<file path="src/rtl/step_grid_editor.sv">
// ----------------------------------------------------------------------------
// step_grid_editor
//
// Purpose:
//   Cursor and pattern controller for the step sequencer grid. It reads the
//   Direction and Command levels from the keyboard decoder, and it gates that
//   decoder through input_en. It moves a cursor over a ROWS x COLS grid and
//   toggles the step bit under the cursor. For every edit it raises one redraw
//   request to the display writer, using a req/ack handshake.
//
// Optional feature (macro GRID_PLAYHEAD_EN):
//   When defined, a playback playhead advances on play_tick && Run.
//   step_hits then pulses the step bits of the column the playhead has just
//   entered. When undefined, playhead and step_hits are tied to 0.
//
// Ports:
//   Clock       in   system clock, rising edge
//   nReset      in   synchronous active-low reset
//   Enable      in   editor active (screen in edit mode)
//   Direction   in   [0]up [1]down [2]left [3]right, level
//   Command     in   toggle step under cursor, level
//   draw_ack    in   display writer accepted the draw request
//   play_tick   in   step-rate strobe (playhead build only)
//   Run         in   playback running (playhead build only)
//   input_en    out  keyboard decoder enable
//   cursor_row  out  cursor row
//   cursor_col  out  cursor column
//   pattern     out  step bits, index = row*COLS + col
//   draw_req    out  redraw request, held until draw_ack
//   draw_row    out  cell to redraw, row
//   draw_col    out  cell to redraw, column
//   playhead    out  playback column
//   step_hits   out  one-cycle pulse of the column just entered
// ----------------------------------------------------------------------------
module step_grid_editor #(
    parameter int unsigned ROWS  = 4,
    parameter int unsigned COLS  = 16,
    parameter int unsigned ROW_W = 2,
    parameter int unsigned COL_W = 4
) (
    input  logic                   Clock,
    input  logic                   nReset,
    input  logic                   Enable,
    input  logic [3:0]             Direction,
    input  logic                   Command,
    input  logic                   draw_ack,
    input  logic                   play_tick,
    input  logic                   Run,
    output logic                   input_en,
    output logic [ROW_W-1:0]       cursor_row,
    output logic [COL_W-1:0]       cursor_col,
    output logic [ROWS*COLS-1:0]   pattern,
    output logic                   draw_req,
    output logic [ROW_W-1:0]       draw_row,
    output logic [COL_W-1:0]       draw_col,
    output logic [COL_W-1:0]       playhead,
    output logic [ROWS-1:0]        step_hits
);

    localparam int unsigned NBITS = ROWS * COLS;

    typedef enum logic [1:0] {StIdle, StEdit, StDraw} state_t;

    state_t               r_state;
    logic [3:0]           r_prev_dir;
    logic                 r_prev_cmd;
    logic                 r_input_en;
    logic [ROW_W-1:0]     r_cursor_row;
    logic [COL_W-1:0]     r_cursor_col;
    logic [NBITS-1:0]     r_pattern;
    logic                 r_draw_req;
    logic [ROW_W-1:0]     r_draw_row;
    logic [COL_W-1:0]     r_draw_col;

    logic                 w_dir_evt;
    logic                 w_cmd_evt;
    logic [ROW_W-1:0]     w_next_row;
    logic [COL_W-1:0]     w_next_col;
    logic [NBITS-1:0]     w_toggle_mask;

    // A chord (non-one-hot Direction) never counts as a key press.
    assign w_dir_evt = $onehot(Direction) && (Direction != r_prev_dir);
    assign w_cmd_evt = Command && !r_prev_cmd;

    assign w_toggle_mask = {{(NBITS-1){1'b0}}, 1'b1} << (r_cursor_row * COLS + r_cursor_col);

    // Wrap at ROWS/COLS explicitly; the grid size need not be a power of 2.
    always_comb begin
        w_next_row = r_cursor_row;
        w_next_col = r_cursor_col;
        if (Direction[0]) begin
            w_next_row = (r_cursor_row == '0) ? ROW_W'(ROWS - 1) : r_cursor_row - 1'b1;
        end else if (Direction[1]) begin
            w_next_row = (r_cursor_row == ROW_W'(ROWS - 1)) ? '0 : r_cursor_row + 1'b1;
        end else if (Direction[2]) begin
            w_next_col = (r_cursor_col == '0) ? COL_W'(COLS - 1) : r_cursor_col - 1'b1;
        end else if (Direction[3]) begin
            w_next_col = (r_cursor_col == COL_W'(COLS - 1)) ? '0 : r_cursor_col + 1'b1;
        end
    end

    always_ff @(posedge Clock) begin
        if (!nReset) begin
            r_state      <= StIdle;
            r_prev_dir   <= '0;
            r_prev_cmd   <= 1'b0;
            r_input_en   <= 1'b0;
            r_cursor_row <= '0;
            r_cursor_col <= '0;
            r_pattern    <= '0;
            r_draw_req   <= 1'b0;
            r_draw_row   <= '0;
            r_draw_col   <= '0;
        end else begin
            r_prev_dir <= Direction;
            r_prev_cmd <= Command;
            unique case (r_state)
                StIdle: begin
                    if (Enable) begin
                        r_state    <= StEdit;
                        r_input_en <= 1'b1;
                    end
                end
                StEdit: begin
                    if (!Enable) begin
                        r_state    <= StIdle;
                        r_input_en <= 1'b0;
                    end else if (w_cmd_evt) begin
                        // A toggle wins over a simultaneous move; the move is dropped.
                        r_pattern  <= r_pattern ^ w_toggle_mask;
                        r_draw_row <= r_cursor_row;
                        r_draw_col <= r_cursor_col;
                        r_draw_req <= 1'b1;
                        r_input_en <= 1'b0;
                        r_state    <= StDraw;
                    end else if (w_dir_evt) begin
                        r_cursor_row <= w_next_row;
                        r_cursor_col <= w_next_col;
                        r_draw_row   <= w_next_row;
                        r_draw_col   <= w_next_col;
                        r_draw_req   <= 1'b1;
                        r_input_en   <= 1'b0;
                        r_state      <= StDraw;
                    end
                end
                StDraw: begin
                    // The handshake always completes, even if Enable drops meanwhile.
                    if (draw_ack) begin
                        r_draw_req <= 1'b0;
                        r_input_en <= Enable;
                        r_state    <= Enable ? StEdit : StIdle;
                    end
                end
                default: begin
                    r_state    <= StIdle;
                    r_input_en <= 1'b0;
                    r_draw_req <= 1'b0;
                end
            endcase
        end
    end

    assign input_en   = r_input_en;
    assign cursor_row = r_cursor_row;
    assign cursor_col = r_cursor_col;
    assign pattern    = r_pattern;
    assign draw_req   = r_draw_req;
    assign draw_row   = r_draw_row;
    assign draw_col   = r_draw_col;

`ifdef GRID_PLAYHEAD_EN
    logic [COL_W-1:0]     r_playhead;
    logic [ROWS-1:0]      r_step_hits;
    logic [COL_W-1:0]     w_next_play;
    logic [NBITS-1:0]     w_shifted;
    logic [ROWS-1:0]      w_col_bits;

    assign w_next_play = (r_playhead == COL_W'(COLS - 1)) ? '0 : r_playhead + 1'b1;
    // Shift the entered column down to bit 0 of each row.
    assign w_shifted   = r_pattern >> w_next_play;

    always_comb begin
        w_col_bits = '0;
        for (int r = 0; r < int'(ROWS); r++) begin
            w_col_bits[r] = w_shifted[r*COLS];
        end
    end

    always_ff @(posedge Clock) begin
        if (!nReset) begin
            r_playhead  <= '0;
            r_step_hits <= '0;
        end else if (play_tick && Run) begin
            r_playhead  <= w_next_play;
            r_step_hits <= w_col_bits;
        end else begin
            r_step_hits <= '0;
        end
    end

    assign playhead  = r_playhead;
    assign step_hits = r_step_hits;
`else
    logic w_unused;
    assign w_unused  = ^{play_tick, Run};
    assign playhead  = '0;
    assign step_hits = '0;
`endif

endmodule

</file>
<file path="config.mk">
export PLATFORM = sky130hd
export DESIGN_NAME = step_grid_editor
export DESIGN_NICKNAME = d
export VERILOG_FILES = /design/src/rtl/step_grid_editor.sv
export SDC_FILE = /design/constraint.sdc
export NUM_CORES = 1
export LEC_CHECK = 0
export CAP_MARGIN = 0
export CORE_ASPECT_RATIO = 1.2
export CORE_MARGIN = 5
export CORE_UTILIZATION = 35
export DETAILED_ROUTE_END_ITERATION = 10
export GPL_TIMING_DRIVEN = 0
export PLACE_DENSITY = 0.61
export SKIP_CTS_REPAIR_TIMING = 1
export SYNTH_ARGS = -nofsm -noshare
export SYNTH_HDL_FRONTEND = slang
export SYNTH_SLANG_ARGS = --single-unit
export TNS_END_PERCENT = 100
</file>
<file path="constraint.sdc">
create_clock -name Clock -period 2.83 [get_ports Clock]
set_input_delay 0.283 -clock Clock [delete_from_list [all_inputs] [get_ports Clock]]
set_output_delay 0.283 -clock Clock [all_outputs]
set_load 0.02 [all_outputs]
</file>
==> results of run 1 <==
## state kept, by name, indices dropped and copies added (netlist names)
signal      flops
input_en        1
draw_req        1
r_prev_cmd      1
draw_row        2
r_prev_dir      4
cursor_col      4
pattern        64
cursor_row      2
draw_col        4
r_state         2
## worst max-delay path, cell delays in order
cell and delay (ns):
dlymetal6s2s_1 0.23, inv_1 0.15, fa_1 0.56, inv_1 0.04, ha_1 0.19, ha_1 0.28
nor3b_2 0.25, o41ai_4 0.17, or3_1 0.38, buf_6 0.14, mux2i_1 0.14, nor2_1 0.07
## kinds of logic (layout without fill, tap and decap cells)
logic type	after synthesis	after routing	synth area share
AO/OA/AOI/OAI	34	34	0.06303
buffers and inverters	48	152	0.06611
adder cells (fa/ha/maj)	11	11	0.03584
other	1	8	0.0009259
XOR/XNOR	72	72	0.1557
flip-flops	85	85	0.4201
multiplexers	2	2	0.004943
AND/OR/NAND/NOR	206	206	0.2533
## where the power goes
part | total (uW) | switching, uW | internal [uW]
logic | 208 | 123 | 85.1
clock network | 1310 | 488 | 823
registers | 1220 | 8.17 | 1210
total | 2740 | 619 | 2120
## per-stage QoR
stage	hold WS [ns]	utilization	total power, uW	cell area (um2)
2_1_floorplan	0.4047	-	1377	4076
3_3_place_gp	0.4586	0.4462	1429	5114
3_5_place_dp	0.4609	0.4462	1435	5114
4_1_cts	0.2728	0.4755	2744	5449
5_1_grt	0.3155	0.4791	2831	5490
6_report	0.2809	0.4791	2735	5490
## worst max-delay path by stage
stage                  from            end  slack, ns
2_1_floorplan  Direction[3]  cursor_col[0]       0.12
3_3_place_gp   Direction[0]  cursor_col[2]      -0.71
3_5_place_dp   Direction[0]  cursor_col[2]      -0.77
4_1_cts        Direction[0]  cursor_col[2]      -0.41
5_1_grt        Direction[0]  cursor_col[2]     -0.007
6_report       Direction[0]  cursor_col[2]       0.15
## Yosys cell counts, types with 2 or more instances
library cell	count	area [um2]
buf_2	2	10.01
mux2i_1	2	20.02
and2_1	2	12.51
nor2b_1	4	25.02
nand2_1	62	232.7
clkbuf_1	20	75.07
dfxtp_1	85	1702
buf_4	10	75.07
inv_1	9	33.78
xor2_1	68	595.6
nor4_4	8	170.2
o32ai_1	2	17.52
nand3b_1	2	15.01
nor2_1	88	330.3
o21ai_0	5	25.02
a31oi_1	5	31.28
nor3_1	3	15.01
xnor2_1	4	35.03
ha_1	10	125.1
nand2b_1	5	31.28
a21oi_1	8	40.04
nand3_1	22	110.1
or3_1	2	12.51
buf_6	4	45.04
a211oi_1	4	30.03
## routing by layer
metal,GRT usage,wire [um],vias up
li1,-,-,1674
met1,0.2121,4838,1567
met2,0.2635,5201,81
met3,0.03627,527,14
met4,0.06686,202,0
met5,0,0,-
## placed cells by master (no fill, tap or decap), types with 9 or more instances in the layout
master,count
nor2_1,88
dfxtp_1,85
clkdlybuf4s50_1,82
xor2_1,68
nand2_1,62
nand3_1,22
clkbuf_1,19
buf_4,14
ha_1,10
inv_1,9
clkbuf_16,9
## final cells by class
| type | instances | area share |
|---|---|---|
| clock inverters | 5 | 0.01504 |
| well taps | 157 | 0.03578 |
| flip-flops and latches | 85 | 0.3099 |
| multi-input cells | 333 | 0.3847 |
| clock buffers | 11 | 0.04603 |
| plain buffers | 38 | 0.04216 |
| inverters | 10 | 0.006837 |
| repair buffers | 88 | 0.1595 |
==> metrics, run 1 <==
outcome=finished, final reports clean; drt via density=between 4 and 5; asr flop ratio synth=0; r2r endpoint=draw_col[2]; Post-synth top flop=dfxtp_1; fin nets=between 500 and 600; final setup margin=0.1520 ns; HP Start=Direction[3]; Detail Placement HPWL=7878 um; setup TNS=0 ns; Layout area overhead=35.56%; share of cells above drive strength 1=0.09825; initial antenna violation count=0; H-tree depth=3; post-synthesis instance total=459; first-pass GRT wire length=17630 um; Ant. Diodes=0; Syn Area/Cell=8.824 um2; largest net degree at the start of global routing=15; Crit Path Max Fanout=6; Seq. cell area=about 0.0017 mm2; max_cap viols=0; clk slew on worst S/H paths=0.06 ns; measured slew at the worst slew-check pin=around 0.58 ns; multi-input logic area=approximately 0.0021 mm2; site row count=43; part of the cycle the worst path needs=0.9463; Final Critical Period=2.678 ns; fillers=1105; Global Route Usage Sum=0.1638; Worst Path Required=3.03 ns; Hold Path End=r_prev_dir[3]; worst vdd ir=0.0003137 V; fin. max-slew vios=0; chip height=127.8 um; Reg-to-Reg Start=cursor_col[2]; Hold Crit Depth=3; CTS Buf Count=9; path depth of the worst reg2reg path=9; cell area power density=498.2 mW/mm2; clk_lat worst skew=roughly 0.34 ns; crit start category=primary input; Setup Skew=between 0.01 and 0.015 ns; Synth cell types=48; Synth Warn #=0; Final Setup Violations=0; #FFs+latches synth=85; Leak=just over 0.002 uW; routed wire length=10770 um; CTS tree=yes; DR pass1 iterations=4; ANT nets after route=0; FF-to-FF setup slack=between 0.4 and 0.5 ns; Routed WL per cell=14.81 um; Clock Tree Root=clkbuf_16; DRC marker count from the first detailed-route iteration=between 150 and 200; DR vias=3336; die area=0.01383 mm2; crit path kind=primary input to flip-flop; number of global-route vias before repair=between 3000 and 4000; Worst Hold Class=primary input to flip-flop; Max transition margin=0.6120; Non-Filler Instances=727; Top Ports=97; Starting Density=0.3534; clk sink count=85; synthesized area=0.004050 mm2; CP endpoint kind=flip-flop; Post-Place Cells=707; GR Overflow Total=0; Die W=108.2 um; WP data arrival=2.88 ns; Core Area=0.01146 mm2; Setup Slack @ Placement=-0.7687 ns; gp weighted congestion=roughly 0.86; Post-route DRC=0; sequential fraction of the synthesis area=0.4201; IO buf count=between 80 and 90; f_max=373.4 MHz; final hold viol count=0; Clock Tree Buf Depth=2; EDFF count, synth=0
(Power assumes the default switching activity.)
==> run 2, diff against run 1 <==
Settings changed: TNS_END_PERCENT 100 to 50.
==> run 2 against run 1 <==
  * Via count grew 0.30%
  * Critical path type unchanged
  * Clock skew grew 0.0014 ns
  * Count of clock-buffer cells in the layout is the same
  * Maximum frequency is essentially flat
  * Critical endpoint unchanged
  * Sequential power is essentially flat
==> metrics, run 2 (same netlist as run 1, synthesis figures left out) <==
initial antenna violation count=0; fin. max-slew vios=0; part of the cycle the worst path needs=0.9463; drt via density=4.602; CP endpoint kind=flip-flop; DR vias=3346; Detail Placement HPWL=7878 um; Layout area overhead=35.53%; Top Ports=97; Worst Path Required=3.03 ns; ANT nets after route=0; DRC marker count from the first detailed-route iteration=around 180; FF-to-FF setup slack=0.24 ns; Crit Path Max Fanout=6; CP endpoint=cursor_col[2]; max_cap viols=0; fin util=0.4790; routed wire length=about 11000 um; final setup margin=0.1521 ns; Setup crit start=Direction[0]; die area=0.01383 mm2; Final Critical Period=2.678 ns; clk_lat worst skew=between 0.3 and 0.4 ns; Hold Slack=0.2839 ns; Clock Tree Buf Depth=2; Clock Tree Root=clkbuf_16; clk sink count=85; Max transition margin=0.6135; clk slew on worst S/H paths=around 0.060 ns; Leak=between 0.002 and 0.0025 uW; HP Start=Direction[3]; Non-Filler Instances=727; worst vdd ir=0.0003136 V; number of flip-flops in the largest register=64; Placed Area=0.005114 mm2; final hold viol count=0; final instance area=0.005489 mm2; IO buf count=84; Setup Slack @ Placement=-0.7687 ns; Die W=108.2 um; RSZ-0062 raised after global routing=yes; f_max=373.4 MHz; H-tree depth=3; Global Route Usage Sum=0.1638; largest net degree at the start of global routing=15; Worst Hold Class=primary input to flip-flop; Core Area=0.01146 mm2; Reg-to-Reg Start=cursor_col[2]; measured slew at the worst slew-check pin=0.5798 ns; r2r endpoint=draw_col[2]; number of global-route vias before repair=approximately 3300; Final Setup Violations=0; crit path kind=primary input to flip-flop; site row count=43; Ant. Diodes=0; WP data arrival=roughly 2.9 ns; Routed WL per cell=~15 um; cell area power density=between 400 and 500 mW/mm2; crit start category=primary input; CTS Buf Count=9; Starting Density=0.3534; DR pass1 iterations=4; most common cell after layout, fill and taps aside=nor2_1; share of cells above drive strength 1=0.09649; outcome=finished, final reports clean; chip height=127.8 um; CTS tree=yes; Setup Skew=0.01271 ns; path depth of the worst reg2reg path=9; most frequent cells in the layout=nor2_1, dfxtp_1, clkdlybuf4s50_1; GR Overflow Total=0; fillers=~1100; Post-route DRC=0; first-pass GRT wire length=17630 um; Post-Place Cells=approximately 710; gp weighted congestion=0.8555; fin nets=587
==> run 2: changes by cell type in the layout (fill, tap and decap cells not counted) <==
cell      previous run  this run
clkbuf_1            19        20
clkbuf_2             1         0
==> run 2: worst max-delay path, cell delays in order <==
cell	delay [ns]
dlymetal6s2s_1	0.23
inv_1	0.15
fa_1	0.56
inv_1	0.04
ha_1	0.19
ha_1	0.28
nor3b_2	0.25
o41ai_4	0.17
or3_1	0.38
buf_6	0.14
mux2i_1	0.14
nor2_1	0.07
==> run 2: layer usage <==
| layer | vias to the layer above | share of wire | track usage |
|---|---|---|---|
| li1 | 1676 | - | - |
| met1 | 1562 | 0.45 | 0.2121 |
| met2 | 93 | 0.48 | 0.2635 |
| met3 | 15 | 0.051 | 0.03627 |
| met4 | 0 | 0.018 | 0.06686 |
| met5 | - | 0 | 0 |
==> run 2: area by class of cell <==
class	count	area [um2]	share of cell area
clock inverter	5	82.58	0.01504
inverter	10	37.54	0.006838
tap	157	196.4	0.03579
clock buffer	11	252.7	0.04605
multi-input combinational	333	2112	0.3848
sequential	85	1702	0.3100
timing repair buffer	88	875.8	0.1596
buffer	38	230.2	0.04194
==> run 2: power by group <==
group          internal, uW  switching (uW)
combinational          85.1             123
sequential             1210            8.14
clock                   823             489
==> run 2: stage by stage <==
| stage | setup TNS, ns | total power, uW |
|---|---|---|
| 5_1_grt | -0.09900 | 2831 |
| 3_3_place_gp | -7.523 | 1429 |
| 4_1_cts | -3.119 | 2744 |
| 6_report | 0 | 2737 |
| 2_1_floorplan | 0 | 1377 |
| 3_5_place_dp | -8.618 | 1435 |
==> run 2: how the worst min path moves through the flow <==
stage | end | slack [ns] | cells past startpoint
CTS | r_prev_dir[3] | 0.27 | 3
detailed placement | draw_col[2] | 0.46 | 2
finish | r_prev_dir[3] | 0.28 | 3
global placement | draw_col[2] | 0.46 | 2
global route | r_prev_dir[3] | 0.32 | 3
floorplan | r_prev_cmd | 0.40 | 1
==> run 3, diff against run 2 <==
Settings changed: REMOVE_ABC_BUFFERS set to 1.
==> run 3 against run 2 <==
  * Routed wire length is 6.5% lower
  * Sequential share of layout area is 0.88 points higher
  * Sequential power hardly changed
  * First-iteration DRC count is 35% lower
  * Via count is 3.0% lower
  * Global-route usage is 1.8 points lower
  * Critical path type unchanged
  * Highest routed layer unchanged
==> metrics, run 3 (same netlist as run 1, synthesis figures left out) <==
critical path buffer and inverter count=4; most common cell after layout, fill and taps aside=nor2_1; final hold viol count=0; DRC marker count from the first detailed-route iteration=approximately 110; first-pass GRT wire length=16040 um; Top Family by Delay on Critical Path=adder cells; Clock Tree Root=clkbuf_16; Worst Hold Class=primary input to flip-flop; Final Setup Violations=0; initial antenna violation count=0; Die W=approximately 110 um; clock share of power=0.460; Worst Path Required=3.07 ns; f_max=between 300 and 400 MHz; max_cap viols=0; Ant. Diodes=0; fin. max-slew vios=0; crit start category=primary input; worst vdd ir=0.0002673 V; clk_lat worst skew=0.33 ns; Layout area overhead=31.79%; Post-route DRC=0; H-tree depth=3; die area=0.01383 mm2; measured slew at the worst slew-check pin=1.160 ns; Crit Path Max Fanout=5; number of global-route vias before repair=3194; fillers=1140; WP data arrival=2.83 ns; fin nets=556; share of cells above drive strength 1=0.07792; gp weighted congestion=0.7692; Seq. cell area=0.001702 mm2; CP cell instances=dlymetal6s2s_1 -> inv_1 -> fa_1 -> inv_1 -> ha_1 -> ha_1 -> nor3b_4 -> o41ai_4 -> buf_4 -> nor2_1 -> a22oi_1 -> o32ai_1; clk slew on worst S/H paths=0.06 ns; DR pass1 iterations=4; CP endpoint kind=flip-flop; Reg power frac=0.462; Setup Skew=0.007077 ns; CTS Buf Count=9; Critical-path top delay cell=fa_1; Psw=596.9 uW; part of the cycle the worst path needs=0.9169; Comb pwr share=0.077; IO buf count=86; Setup Slack @ Placement=-0.7622 ns; most frequent cells in the layout=nor2_1, dfxtp_1, clkdlybuf4s50_1; number of flip-flops in the largest register=between 60 and 70; outcome=finished, final reports clean; setup TNS=0 ns; Routed WL per cell=14.49 um; Final Critical Period=2.595 ns; Worst path max stage delay=0.55 ns; Detail Placement HPWL=6873 um; DR vias=3245; Starting Density=0.3534; Internal=2041 uW; Global Route Usage Sum=0.1457; crit path kind=primary input to flip-flop; final setup margin=0.2352 ns; GR Overflow Total=0; drt via density=4.662; multi-input logic area=approximately 0.0021 mm2; CTS tree=yes; Clock Tree Buf Depth=2; largest net degree at the start of global routing=81; Core Area=0.01146 mm2; Leak=0.001976 uW; clk sink count=85; switching share of power=0.2263; routed wire length=between 10000 and 15000 um; Max transition margin=0.2266; chip height=between 100 and 150 um; site row count=43; Top Ports=97; cell area power density=a little under 500 mW/mm2; RSZ-0062 raised after global routing=no; ANT nets after route=0
## run 3: area by class of cell
| class | count | share of cell area |
|---|---|---|
| Tap cell | 157 | 0.03680 |
| Sequential cell | 85 | 0.3188 |
| Clock inverter | 3 | 0.007970 |
| Multi-Input combinational cell | 334 | 0.4023 |
| Clock buffer | 13 | 0.05063 |
| Timing Repair Buffer | 94 | 0.1763 |
| Inverter | 10 | 0.007267 |
## run 3: path summary, 6_finish.rpt
check | start | to | slack [ns] | depth (start not counted)
worst max-delay path | Direction[0] | draw_col[2] | 0.24 | 12
worst min-delay path | Direction[1] | r_prev_dir[1] | 0.34 | 3
worst max register to register | cursor_col[2] | draw_col[2] | 0.53 | 7
worst min register to register | draw_col[2] | draw_col[2] | 0.47 | 2
## run 3: tightest hold or removal path: cells and delay by family
kind / cells / cell delay [ns]
buffers and inverters: 2 / 0.29
and+or+nand+nor: 1 / 0.05
## run 3: per-layer routing
layer	vias up	track usage	part of all wire
met2	94	0.2438	0.49
li1	1613	-	-
met1	1520	0.1844	0.43
met3	18	0.03224	0.057
met4	0	0.05126	0.022
met5	-	0	0
## run 3: power groups by stage
stage	Clock, uW	Combinational [uW]	Sequential (uW)
CTS	1240	168	1220
floorplan	0	101	1250
detailed placement	0	167	1250
global route	1300	221	1220
global placement	0	162	1250
finish	1210	204	1220
## run 3: stage by stage
step | instance area [um2] | total power (uW) | utilization | hold WS (ns) | cells
after floorplan | 3846 | 1353 | - | 0.4047 | 428
after global placement | 4903 | 1407 | 0.4279 | 0.4616 | 671
after detailed placement | 4903 | 1413 | 0.4279 | 0.4581 | 671
after CTS | 5216 | 2629 | 0.4552 | 0.4671 | 687
after global routing | 5338 | 2747 | 0.4658 | 0.3531 | 696
final | 5338 | 2638 | 0.4658 | 0.3416 | 696
